[src/rtl/sieve_stream.sv]
// Sieve of Eratosthenes over an external single-port blockram; streams primes
// in ascending order on a valid/ready port and reports the final prime count.
module sieve_stream #(
  parameter int ADDR = 8,
  parameter int DATA = 8
) (
  input  logic            clk,
  input  logic            rst_n,
  input  logic            in__start,
  input  logic [ADDR-1:0] in__limit,
  output logic [ADDR-1:0] out__addr,
  output logic            out__wr,
  output logic [DATA-1:0] out__dout,
  input  logic [DATA-1:0] in__din,
  output logic [ADDR-1:0] out__prime,
  output logic            out__prime_valid,
  input  logic            in__prime_ready,
  output logic            out__rdy,
  output logic            out__done,
  output logic [ADDR-1:0] out__count
);

  // state   | meaning
  // IDLE    | waiting for start
  // CLEAR   | zeroing flags 0..L, one write per cycle
  // CHK_RD  | p*p bound test, read flag of p
  // CHK_EV  | p composite? skip : start marking
  // MARK    | write composite flag at m, m += p
  // SCAN_RD | read flag of s
  // SCAN_EV | s prime? emit : advance
  // EMIT    | hold prime/valid until consumer takes it
  // DONE    | run complete, count valid, can restart
  typedef enum logic [3:0] {
    IDLE, CLEAR, CHK_RD, CHK_EV, MARK, SCAN_RD, SCAN_EV, EMIT, DONE
  } state_t;

  state_t          state_q, state_d;
  logic [ADDR-1:0] limit_q, limit_d;
  logic [ADDR-1:0] a_q, a_d;
  logic [ADDR-1:0] p_q, p_d;
  logic [ADDR:0]   m_q, m_d;
  logic [ADDR-1:0] s_q, s_d;
  logic [ADDR-1:0] prime_q, prime_d;
  logic            valid_q, valid_d;
  logic [ADDR-1:0] count_q, count_d;
  logic            done_q, done_d;

  logic [ADDR-1:0]   mem_addr;
  logic              mem_wr;
  logic              mem_bit;
  logic [2*ADDR-1:0] p_sq;
  logic [2*ADDR-1:0] limit_wide;
  logic [ADDR:0]     m_next;
  logic              unused_din;

  // The bound test runs at double width so p*p never aliases below L.
  assign p_sq       = {{ADDR{1'b0}}, p_q} * {{ADDR{1'b0}}, p_q};
  assign limit_wide = {{ADDR{1'b0}}, limit_q};
  assign m_next     = m_q + {1'b0, p_q};
  assign unused_din = ^in__din[DATA-1:1];

  always_comb begin
    state_d  = state_q;
    limit_d  = limit_q;
    a_d      = a_q;
    p_d      = p_q;
    m_d      = m_q;
    s_d      = s_q;
    prime_d  = prime_q;
    valid_d  = valid_q;
    count_d  = count_q;
    done_d   = done_q;
    mem_addr = '0;
    mem_wr   = 1'b0;
    mem_bit  = 1'b0;

    case (state_q)
      IDLE, DONE: begin
        if (in__start) begin
          limit_d = in__limit;
          count_d = '0;
          done_d  = 1'b0;
          a_d     = '0;
          state_d = CLEAR;
        end
      end
      CLEAR: begin
        mem_addr = a_q;
        mem_wr   = 1'b1;
        if (a_q == limit_q) begin
          if (limit_q < ADDR'(2)) begin
            done_d  = 1'b1;
            state_d = DONE;
          end else begin
            p_d     = ADDR'(2);
            state_d = CHK_RD;
          end
        end else begin
          a_d = a_q + 1'b1;
        end
      end
      CHK_RD: begin
        if (p_sq > limit_wide) begin
          s_d     = ADDR'(2);
          state_d = SCAN_RD;
        end else begin
          mem_addr = p_q;
          state_d  = CHK_EV;
        end
      end
      CHK_EV: begin
        if (in__din[0]) begin
          p_d     = p_q + 1'b1;
          state_d = CHK_RD;
        end else begin
          m_d     = p_sq[ADDR:0];
          state_d = MARK;
        end
      end
      MARK: begin
        mem_addr = m_q[ADDR-1:0];
        mem_wr   = 1'b1;
        mem_bit  = 1'b1;
        m_d      = m_next;
        // Exit on the next multiple so every MARK cycle carries a write.
        if (m_next > {1'b0, limit_q}) begin
          p_d     = p_q + 1'b1;
          state_d = CHK_RD;
        end
      end
      SCAN_RD: begin
        mem_addr = s_q;
        state_d  = SCAN_EV;
      end
      SCAN_EV, EMIT: begin
        if ((state_q == SCAN_EV) && !in__din[0]) begin
          prime_d = s_q;
          valid_d = 1'b1;
          state_d = EMIT;
        end else if ((state_q == SCAN_EV) || in__prime_ready) begin
          if (state_q == EMIT) begin
            count_d = count_q + 1'b1;
            valid_d = 1'b0;
          end
          if (s_q == limit_q) begin
            done_d  = 1'b1;
            state_d = DONE;
          end else begin
            s_d     = s_q + 1'b1;
            state_d = SCAN_RD;
          end
        end
      end
      default: state_d = IDLE;
    endcase
  end

  always_ff @(posedge clk or negedge rst_n) begin
    if (!rst_n) begin
      state_q <= IDLE;
      limit_q <= '0;
      a_q     <= '0;
      p_q     <= '0;
      m_q     <= '0;
      s_q     <= '0;
      prime_q <= '0;
      valid_q <= 1'b0;
      count_q <= '0;
      done_q  <= 1'b0;
    end else begin
      state_q <= state_d;
      limit_q <= limit_d;
      a_q     <= a_d;
      p_q     <= p_d;
      m_q     <= m_d;
      s_q     <= s_d;
      prime_q <= prime_d;
      valid_q <= valid_d;
      count_q <= count_d;
      done_q  <= done_d;
    end
  end

  assign out__addr        = mem_addr;
  assign out__wr          = mem_wr;
  assign out__dout        = {{(DATA-1){1'b0}}, mem_bit};
  assign out__prime       = prime_q;
  assign out__prime_valid = valid_q;
  assign out__rdy         = (state_q == IDLE) || (state_q == DONE);
  assign out__done        = done_q;
  assign out__count       = count_q;

endmodule
[config.mk]
export PLATFORM = sky130hd
export DESIGN_NAME = sieve_stream
export DESIGN_NICKNAME = d
export VERILOG_FILES = /design/src/rtl/sieve_stream.sv
export SDC_FILE = /design/constraint.sdc
export NUM_CORES = 1
export LEC_CHECK = 0
export CAP_MARGIN = 5
export CELL_PAD_IN_SITES_DETAIL_PLACEMENT = 0
export CELL_PAD_IN_SITES_GLOBAL_PLACEMENT = 1
export CORE_ASPECT_RATIO = 1.2
export CORE_MARGIN = 2
export CORE_UTILIZATION = 50
export CTS_CLUSTER_DIAMETER = 200
export DETAILED_ROUTE_END_ITERATION = 16
export DONT_BUFFER_PORTS = 1
export PLACE_DENSITY = 0.89
export REMOVE_ABC_BUFFERS = 1
export SKIP_LAST_GASP = 1
export SLEW_MARGIN = 40
export SYNTH_ARGS = -nofsm -noshare
export SYNTH_HDL_FRONTEND = slang
export SYNTH_SLANG_ARGS = --single-unit
[constraint.sdc]
create_clock -name clk -period 13.81 [get_ports clk]
set_input_delay 4.143 -clock clk [delete_from_list [all_inputs] [get_ports clk]]
set_output_delay 4.143 -clock clk [all_outputs]
set_load 0.005 [all_outputs]
==> flow_summary.json, run 1 <==
{
  "port_buffers": 0,
  "unrepaired_setup_endpoints_after_global_routing": "false",
  "drv.max_cap_violation_count": 0,
  "num_io_pins": 56,
  "postRouteAntennaNets": 0,
  "ys.warnings.count": 0,
  "post_cts.resized_instances": 0,
  "ctsHtreeMaxLevel": 3,
  "num_cts_buffers": 9,
  "number_of_global_route_vias_before_repair": 4749,
  "critPathBufInv": 3,
  "path_cells": "clkinv_1 -> nor2_1 -> fa_1 -> xor2_1 -> xnor2_1 -> fa_1 -> inv_1 -> fa_1 -> inv_1 -> ha_1 -> xnor2_1 -> ha_1 -> and3_1 -> a221o_1 -> a31oi_1 -> a41oi_1 -> nor4_1 -> nand3_1 -> o21ai_0",
  "final.setup.tns_ps": 0,
  "synth.largest_area_cell": "sky130_fd_sc_hd__dfrtp_1",
  "cts_post_setup_buffers_inserted": 0,
  "powerDensity_mw_per_mm2": 71.6,
  "end_kind": "output pin",
  "launching_element_of_the_worst_setup_path": "p_q[0]",
  "basic_gate_share_of_the_synthesized_area_counting_and_or_nand_and_nor_cells_pct": 17.2,
  "critical_path_required_ps": 9670,
  "grt_antenna_before_repair": 0,
  "slew_viol_final": 0,
  "clock_tree.root_cell": "sky130_fd_sc_hd__clkbuf_16",
  "clock-sinks": 63,
  "layout_min_cycle_time_ps": 10640,
  "start_util_pct": 50.6,
  "worst_relative_slew_slack_pct": 49.8,
  "area_growth_syn_to_layout_pct": 7.90,
  "dpl_cell_area_sq_mm": 0.00591,
  "clock.fmax_mhz": 94.0,
  "ys_top_cells_by_area": "sky130_fd_sc_hd__dfrtp_1 (27%), sky130_fd_sc_hd__ha_1 (12%), sky130_fd_sc_hd__fa_1 (9.0%)",
  "most_frequent_cells_in_the_layout": "sky130_fd_sc_hd__inv_1 (70), sky130_fd_sc_hd__dfrtp_1 (63), sky130_fd_sc_hd__ha_1 (56)",
  "die_w_um": 102,
  "whs_path_depth": 2,
  "worst_pin_slew_ps": 752,
  "yosys.area.top_type_share_pct": 27.2,
  "worstSkewPairLatency_ps": 340,
  "synth-edff-count": 0,
  "final_cell_area_sq_mm": 0.00625,
  "layout_worst_path_cycle_share_pct": 77.1,
  "reg2reg_from": "p_q[6]",
  "core_sq_mm": 0.0115,
  "clock_tree.buffer_depth": 2,
  "worst-endpoint-arrival_ps": 6500,
  "n_fill_cell": 1062,
  "drt_drc_violations_left": 0,
  "holdBufCountCts": 0,
  "synth.avg_cell_area_sq_um": 8.89,
  "static-leakage-power_nw": 2.97,
  "setup_viol_count_final": 0,
  "critPathLaunchType": "flip-flop",
  "wire_per_inst_um": 17.9,
  "most_common_library_cell_in_the_layout_ignoring_fill_and_taps": "sky130_fd_sc_hd__inv_1",
  "slowest_delay_ps": 540,
  "grt_first_pass_wirelength_um": 23900,
  "synth.lib_cells_used.distinct": 67,
  "diodes": 0,
  "syn-instance-count": 652,
  "gr-total-overflow": 0,
  "synthFlopType": "sky130_fd_sc_hd__dfrtp_1",
  "synth_adder_area_share_pct": 21.1,
  "synth_compound_area_share_pct": 16.6,
  "final.setup_skew_ps": 6.40,
  "largest_family_of_logic_cells_by_synthesized_area": "adder cells",
  "worstRegToRegCells": 16,
  "die_y_um": 122,
  "muxShareOfSynthArea_pct": 3.43,
  "max-vdd-ir-drop_uv": 52.4,
  "ys_seq_elements": 63,
  "final_report_hold_violation_count": 0,
  "post_synth_xor_area_fraction_pct": 7.10,
  "cts_tree": "built",
  "cts.clk_slew.worst_paths_ps": 50,
  "hold_path.startpoint": "out__prime[3]",
  "overall_track_demand_over_capacity_in_global_routing_pct": 24.8,
  "num_vias": 4733,
  "outcome": "finished, final reports clean",
  "synth_seq_area_share_pct": 27.2,
  "fp.dieArea_sq_mm": 0.0125,
  "place.detailed.hpwl_um": 11200,
  "crit_slowest_cell": "sky130_fd_sc_hd__fa_1",
  "num_rows": 43,
  "worst_path_dominant_cell_family": "adder cells",
  "cp_max_fo": 10,
  "crit_path_frequent_cell": "sky130_fd_sc_hd__fa_1",
  "netlist_area_sq_mm": 0.00580,
  "routabilityCongestion": 0.912,
  "final_nets": 746,
  "synth-async-reset-ratio_pct": 100,
  "pin_count_of_the_biggest_net_entering_global_routing": 64,
  "crit_cells": 19,
  "layout-drive-gt1-share_pct": 6.47,
  "detail_route.wirelength_um": 14400,
  "criticalPathCategory": "flip-flop to output pin",
  "drt-vias-per-instance": 5.87,
  "hp-class": "flip-flop to flip-flop",
  "length_of_the_first_detailed_routing_pass_in_iterations": 5,
  "drtIter0Drc": 350
}
-- routing by layer --
layer  GRT usage, %  wire length, um
met1           31.4             6190
met2           42.2             7250
met3           4.30              613
met4           9.17              374
met5              0                0
-- logic make-up after synthesis --
logic type	count (synthesis)
muxes	19
buffers and inverters	100
AOI/OAI and AO/OA	142
and+or+nand+nor	198
other	1
adders and majority gates	82
DFF	63
xor gates and xnor gates	47
-- worst min-delay path, delay by kind of cell (launching register included) --
kind	cells	cell delay [ps]
flip-flops	1	360
AO/OA/AOI/OAI	1	60
AND/OR/NAND/NOR	1	50
-- cell usage after synthesis, drive strengths merged, types with 3 or more instances --
master,n
a211o,3
nand2,53
a222oi,8
xnor2,18
inv,70
o31ai,4
or2,4
nand3b,4
a311oi,3
o21ai,40
and2,4
nand3,23
fa,26
ha,56
and3,10
a21o,7
o211ai,6
a31oi,4
or3,9
a211oi,6
buf,11
nor2b,4
mux2i,12
o21bai,4
nor4,8
clkbuf,16
a21oi,29
nor2,50
dfrtp,63
nand4,10
nor3,7
mux2,7
xor2,29
a31o,4
clkinv,3
or4,3
o21a,5
-- registers in the layout, indices dropped and copies added (netlist names) --
register and count:
m_q 9, a_q 8, limit_q 8, out__count 8, out__prime 8, p_q 8
s_q 8, state_q 4, out__done 1, out__prime_valid 1
-- worst paths after layout --
path                            slack [ps]            end
min in group asynchronous             3500  out__prime[4]
worst max register to register        7660         s_q[3]
worst max-delay path                  3170   out__addr[0]
worst min-delay path                   500  out__prime[3]
worst min register to register         500  out__prime[3]
max in group asynchronous            10200         p_q[5]
-- metrics by stage --
step                      util (%)  power [mW]  cells  setup WS [ps]  hold WS [ps]
after global placement        51.4       0.191    790           3600           490
after CTS                     54.6       0.449    806           3100           515
final                         54.6       0.448    806           3170           505
after global routing          54.6       0.460    806           2660           550
after detailed placement      51.6       0.191    790           3470           503
after floorplan                  -       0.191    631           4750           473
-- layout make-up --
type / count / area [sq um] / share of cell area [%]
clock buffers: 14 / 284 / 4.54
repair buffers: 2 / 15.0 / 0.240
inverters: 73 / 274 / 4.38
multi-input cells: 495 / 3850 / 61.5
flip-flops and latches: 63 / 1580 / 25.2
well taps: 157 / 196 / 3.14
clock inverters: 2 / 60.1 / 0.960
-- power breakdown --
group	internal (mW)	total (mW)	switching [mW]
logic	0.000540	0.00154	0.00100
registers	0.186	0.186	0.000604
clock network	0.178	0.260	0.0824
total	0.364	0.448	0.0840
Power figures use the tool's default switching activity.
==> inputs of run 2 (changes only) <==
--- a/config.mk
+++ b/config.mk
@@ -5,16 +5,17 @@
 export SDC_FILE = /design/constraint.sdc
 export NUM_CORES = 1
 export LEC_CHECK = 0
+export ABC_AREA = 1
 export CAP_MARGIN = 5
 export CELL_PAD_IN_SITES_DETAIL_PLACEMENT = 0
 export CELL_PAD_IN_SITES_GLOBAL_PLACEMENT = 1
 export CORE_ASPECT_RATIO = 1.2
 export CORE_MARGIN = 2
-export CORE_UTILIZATION = 50
+export CORE_UTILIZATION = 48
 export CTS_CLUSTER_DIAMETER = 200
 export DETAILED_ROUTE_END_ITERATION = 16
 export DONT_BUFFER_PORTS = 1
-export PLACE_DENSITY = 0.89
+export PLACE_DENSITY = 0.9
 export REMOVE_ABC_BUFFERS = 1
 export SKIP_LAST_GASP = 1
 export SLEW_MARGIN = 40
==> constraint.sdc (replaced) <==
create_clock -name clk -period 10.3 [get_ports clk]
set_input_delay 3.09 -clock clk [delete_from_list [all_inputs] [get_ports clk]]
set_output_delay 3.09 -clock clk [all_outputs]
set_load 0.005 [all_outputs]
==> run 2 against run 1 <==
Worst hold slack got worse by 8.6 ps. Non-clock buffer count down 2. Via count rose by 13%. Critical path depth up 3. Sequential cell count unchanged. Setup slack worse by 1900 ps. Wire length rose by 4.3%. Largest cell class unchanged. Largest power group is now combinational cells.
==> flow_summary.json, run 2 <==
{
  "outcome": "finished, final reports clean",
  "n_fill_cell": 1262,
  "num_vias": 5371,
  "synth_compound_area_share_pct": 10.7,
  "holdBufCountCts": 0,
  "wire_per_inst_um": 14.7,
  "critPathLaunchType": "flip-flop",
  "port_buffers": 0,
  "hp-class": "flip-flop to flip-flop",
  "drv.max_cap_violation_count": 0,
  "core_sq_mm": 0.0126,
  "start_util_pct": 48.9,
  "layout-drive-gt1-share_pct": 6.74,
  "place.detailed.hpwl_um": 12000,
  "clock.fmax_mhz": 111,
  "most_frequent_cells_in_the_layout": "sky130_fd_sc_hd__nand2_1 (243), sky130_fd_sc_hd__inv_1 (139), sky130_fd_sc_hd__dfrtp_1 (63)",
  "largest-register": "m_q",
  "num_cts_buffers": 9,
  "cts_post_setup_buffers_inserted": 0,
  "ys_top_cells_by_area": "sky130_fd_sc_hd__dfrtp_1 (26%), sky130_fd_sc_hd__nand2_1 (15%), sky130_fd_sc_hd__ha_1 (11%)",
  "largest_family_of_logic_cells_by_synthesized_area": "simple AND/OR/NAND/NOR gates",
  "max-vdd-ir-drop_uv": 108,
  "ctsHtreeMaxLevel": 3,
  "synth.lib_cells_used.distinct": 43,
  "drtIter0Drc": 321,
  "reg2reg_from": "p_q[1]",
  "final.setup_skew_ps": 3.46,
  "worstSkewPairLatency_ps": 330,
  "final_report_hold_violation_count": 0,
  "unrepaired_setup_endpoints_after_global_routing": "false",
  "clock-sinks": 63,
  "area_growth_syn_to_layout_pct": 6.35,
  "worst-endpoint-arrival_ps": 5940,
  "grt_antenna_before_repair": 0,
  "powerDensity_mw_per_mm2": 201,
  "criticalPathCategory": "flip-flop to output pin",
  "die_w_um": 107,
  "layout_min_cycle_time_ps": 9030,
  "grt_first_pass_wirelength_um": 25800,
  "final_core_util_pct": 52.0,
  "worst-r2r-setup-slack_ps": 4660,
  "yosys.area.top_type_share_pct": 25.7,
  "number_of_global_route_vias_before_repair": 5477,
  "worst_pin_slew_ps": 696,
  "fp.dieArea_sq_mm": 0.0137,
  "diodes": 0,
  "critical_path_required_ps": 7210,
  "clock_tree.root_cell": "sky130_fd_sc_hd__clkbuf_16",
  "synth.largest_area_cell": "sky130_fd_sc_hd__dfrtp_1",
  "gr-total-overflow": 0,
  "syn-instance-count": 866,
  "overall_track_demand_over_capacity_in_global_routing_pct": 23.8,
  "num_io_pins": 56,
  "synthMostInstantiatedCell": "sky130_fd_sc_hd__nand2_1",
  "setup_viol_count_final": 0,
  "drt-vias-per-instance": 5.25,
  "post_synth_xor_area_fraction_pct": 3.56,
  "drt_drc_violations_left": 0,
  "fin_worst_hold_slack_ps": 496,
  "pin_count_of_the_biggest_net_entering_global_routing": 64,
  "synth_adder_area_share_pct": 19.9,
  "muxShareOfSynthArea_pct": 0,
  "cp_max_fo": 16,
  "postRouteAntennaNets": 0,
  "cts_tree": "built",
  "whs_path_depth": 2,
  "basic_gate_share_of_the_synthesized_area_counting_and_or_nand_and_nor_cells_pct": 28.3,
  "routabilityCongestion": 0.851,
  "clock_tree.buffer_depth": 2,
  "final.setup.tns_ps": 0,
  "detail_route.wirelength_um": 15000,
  "largest_register_ffs": 9,
  "synth_seq_area_share_pct": 25.7,
  "worst_relative_slew_slack_pct": 53.5,
  "ys_seq_elements": 63,
  "most_common_library_cell_in_the_layout_ignoring_fill_and_taps": "sky130_fd_sc_hd__nand2_1",
  "post_synth_most_frequent_cells": "sky130_fd_sc_hd__nand2_1 (243), sky130_fd_sc_hd__inv_1 (139), sky130_fd_sc_hd__dfrtp_1 (63)",
  "min_delay_worst_endpoint": "s_q[3]",
  "static-leakage-power_nw": 3.61,
  "end_kind": "output pin",
  "synthFlopType": "sky130_fd_sc_hd__dfrtp_1",
  "synth-edff-count": 0,
  "length_of_the_first_detailed_routing_pass_in_iterations": 5,
  "layout_worst_path_cycle_share_pct": 87.7,
  "post_cts.resized_instances": 0,
  "synth-async-reset-ratio_pct": 100,
  "final_nets": 957,
  "cts.clk_slew.worst_paths_ps": 50,
  "die_y_um": 128,
  "num_rows": 45,
  "ys.warnings.count": 0,
  "worstRegToRegCells": 24,
  "netlist_area_sq_mm": 0.00614,
  "hold_path.startpoint": "s_q[3]",
  "timing.rr.end": "s_q[0]",
  "slew_viol_final": 0,
  "final_cell_area_sq_mm": 0.00653,
  "synth.avg_cell_area_sq_um": 7.09,
  "dpl_cell_area_sq_mm": 0.00621
}
## run 2: cell types whose count changed after synthesis, moves of 11 or more
cell,delta
sky130_fd_sc_hd__nand3_1,+13
sky130_fd_sc_hd__inv_2,+13
sky130_fd_sc_hd__mux2i_1,-12
sky130_fd_sc_hd__o21ai_0,+11
sky130_fd_sc_hd__xnor2_1,-14
sky130_fd_sc_hd__inv_1,+69
sky130_fd_sc_hd__nand2_1,+190
## run 2: kinds of logic after synthesis
kind of cell / after synthesis
and+or+nand+nor: 395
buffers and inverters: 180
AOI/OAI and AO/OA: 120
adders and majority gates: 82
DFF: 63
xor gates and xnor gates: 25
other: 1
## run 2: cell type report
cell class | instances | area (sq um) | area share [%]
clock buffer | 15 | 308 | 4.71
multi-input combinational | 629 | 3870 | 59.2
inverter | 152 | 571 | 8.73
tap | 164 | 205 | 3.14
sequential | 63 | 1580 | 24.1
clock inverter | 1 | 7.51 | 0.115
## run 2: worst max-delay path by stage
| stage | startpoint | end | slack [ps] | cells past startpoint |
|---|---|---|---|---|
| after detailed placement | p_q[1] | out__addr[0] | 1620 | 22 |
| final | p_q[1] | out__addr[0] | 1270 | 22 |
| after global placement | p_q[1] | out__addr[0] | 1670 | 22 |
| after floorplan | p_q[1] | out__addr[1] | 2750 | 24 |
| after CTS | p_q[1] | out__addr[0] | 1250 | 22 |
| after global routing | p_q[1] | out__addr[0] | 900 | 21 |
## run 2: report_power, final
group	switching (mW)	internal [mW]	leakage, nW
Sequential	0.0762	0.308	0.839
Combinational	0.416	0.200	2.62
Clock	0.108	0.202	0.154
Total	0.600	0.711	3.61
## run 2: routing by layer
metal  global-route usage [%]  vias to the layer above  wire [um]
li1                         -                     2703          -
met1                     26.8                     2531       6030
met4                     10.8                        0        636
met2                     44.1                       99       7900
met3                     3.05                       38        478
met5                        0                        -          0
## run 2: critical path, stage by stage, from the launching register on
cell and delay, ps:
sky130_fd_sc_hd__dfrtp_1 670, sky130_fd_sc_hd__nand2_1 160, sky130_fd_sc_hd__inv_1 140, sky130_fd_sc_hd__ha_1 220
sky130_fd_sc_hd__inv_1 70, sky130_fd_sc_hd__fa_1 470, sky130_fd_sc_hd__inv_1 40, sky130_fd_sc_hd__ha_1 300
sky130_fd_sc_hd__fa_1 520, sky130_fd_sc_hd__fa_1 500, sky130_fd_sc_hd__nand3_1 120, sky130_fd_sc_hd__nand3_2 110
sky130_fd_sc_hd__xor2_1 350, sky130_fd_sc_hd__ha_1 320, sky130_fd_sc_hd__nand2_1 90, sky130_fd_sc_hd__inv_1 50
sky130_fd_sc_hd__a21oi_1 140, sky130_fd_sc_hd__a21oi_1 120, sky130_fd_sc_hd__nor2_1 130, sky130_fd_sc_hd__nand4_1 150
sky130_fd_sc_hd__nor2_2 230, sky130_fd_sc_hd__nand3_4 270, sky130_fd_sc_hd__o21ai_0 420
## run 2: metrics by stage
| stage | cells | setup slack [ps] | power [mW] |
|---|---|---|---|
| after detailed placement | 1008 | 1620 | 1.00 |
| final | 1024 | 1270 | 1.31 |
| after CTS | 1024 | 1250 | 1.32 |
| after global placement | 1008 | 1670 | 0.993 |
| after floorplan | 844 | 2750 | 0.832 |
| after global routing | 1024 | 897 | 1.43 |
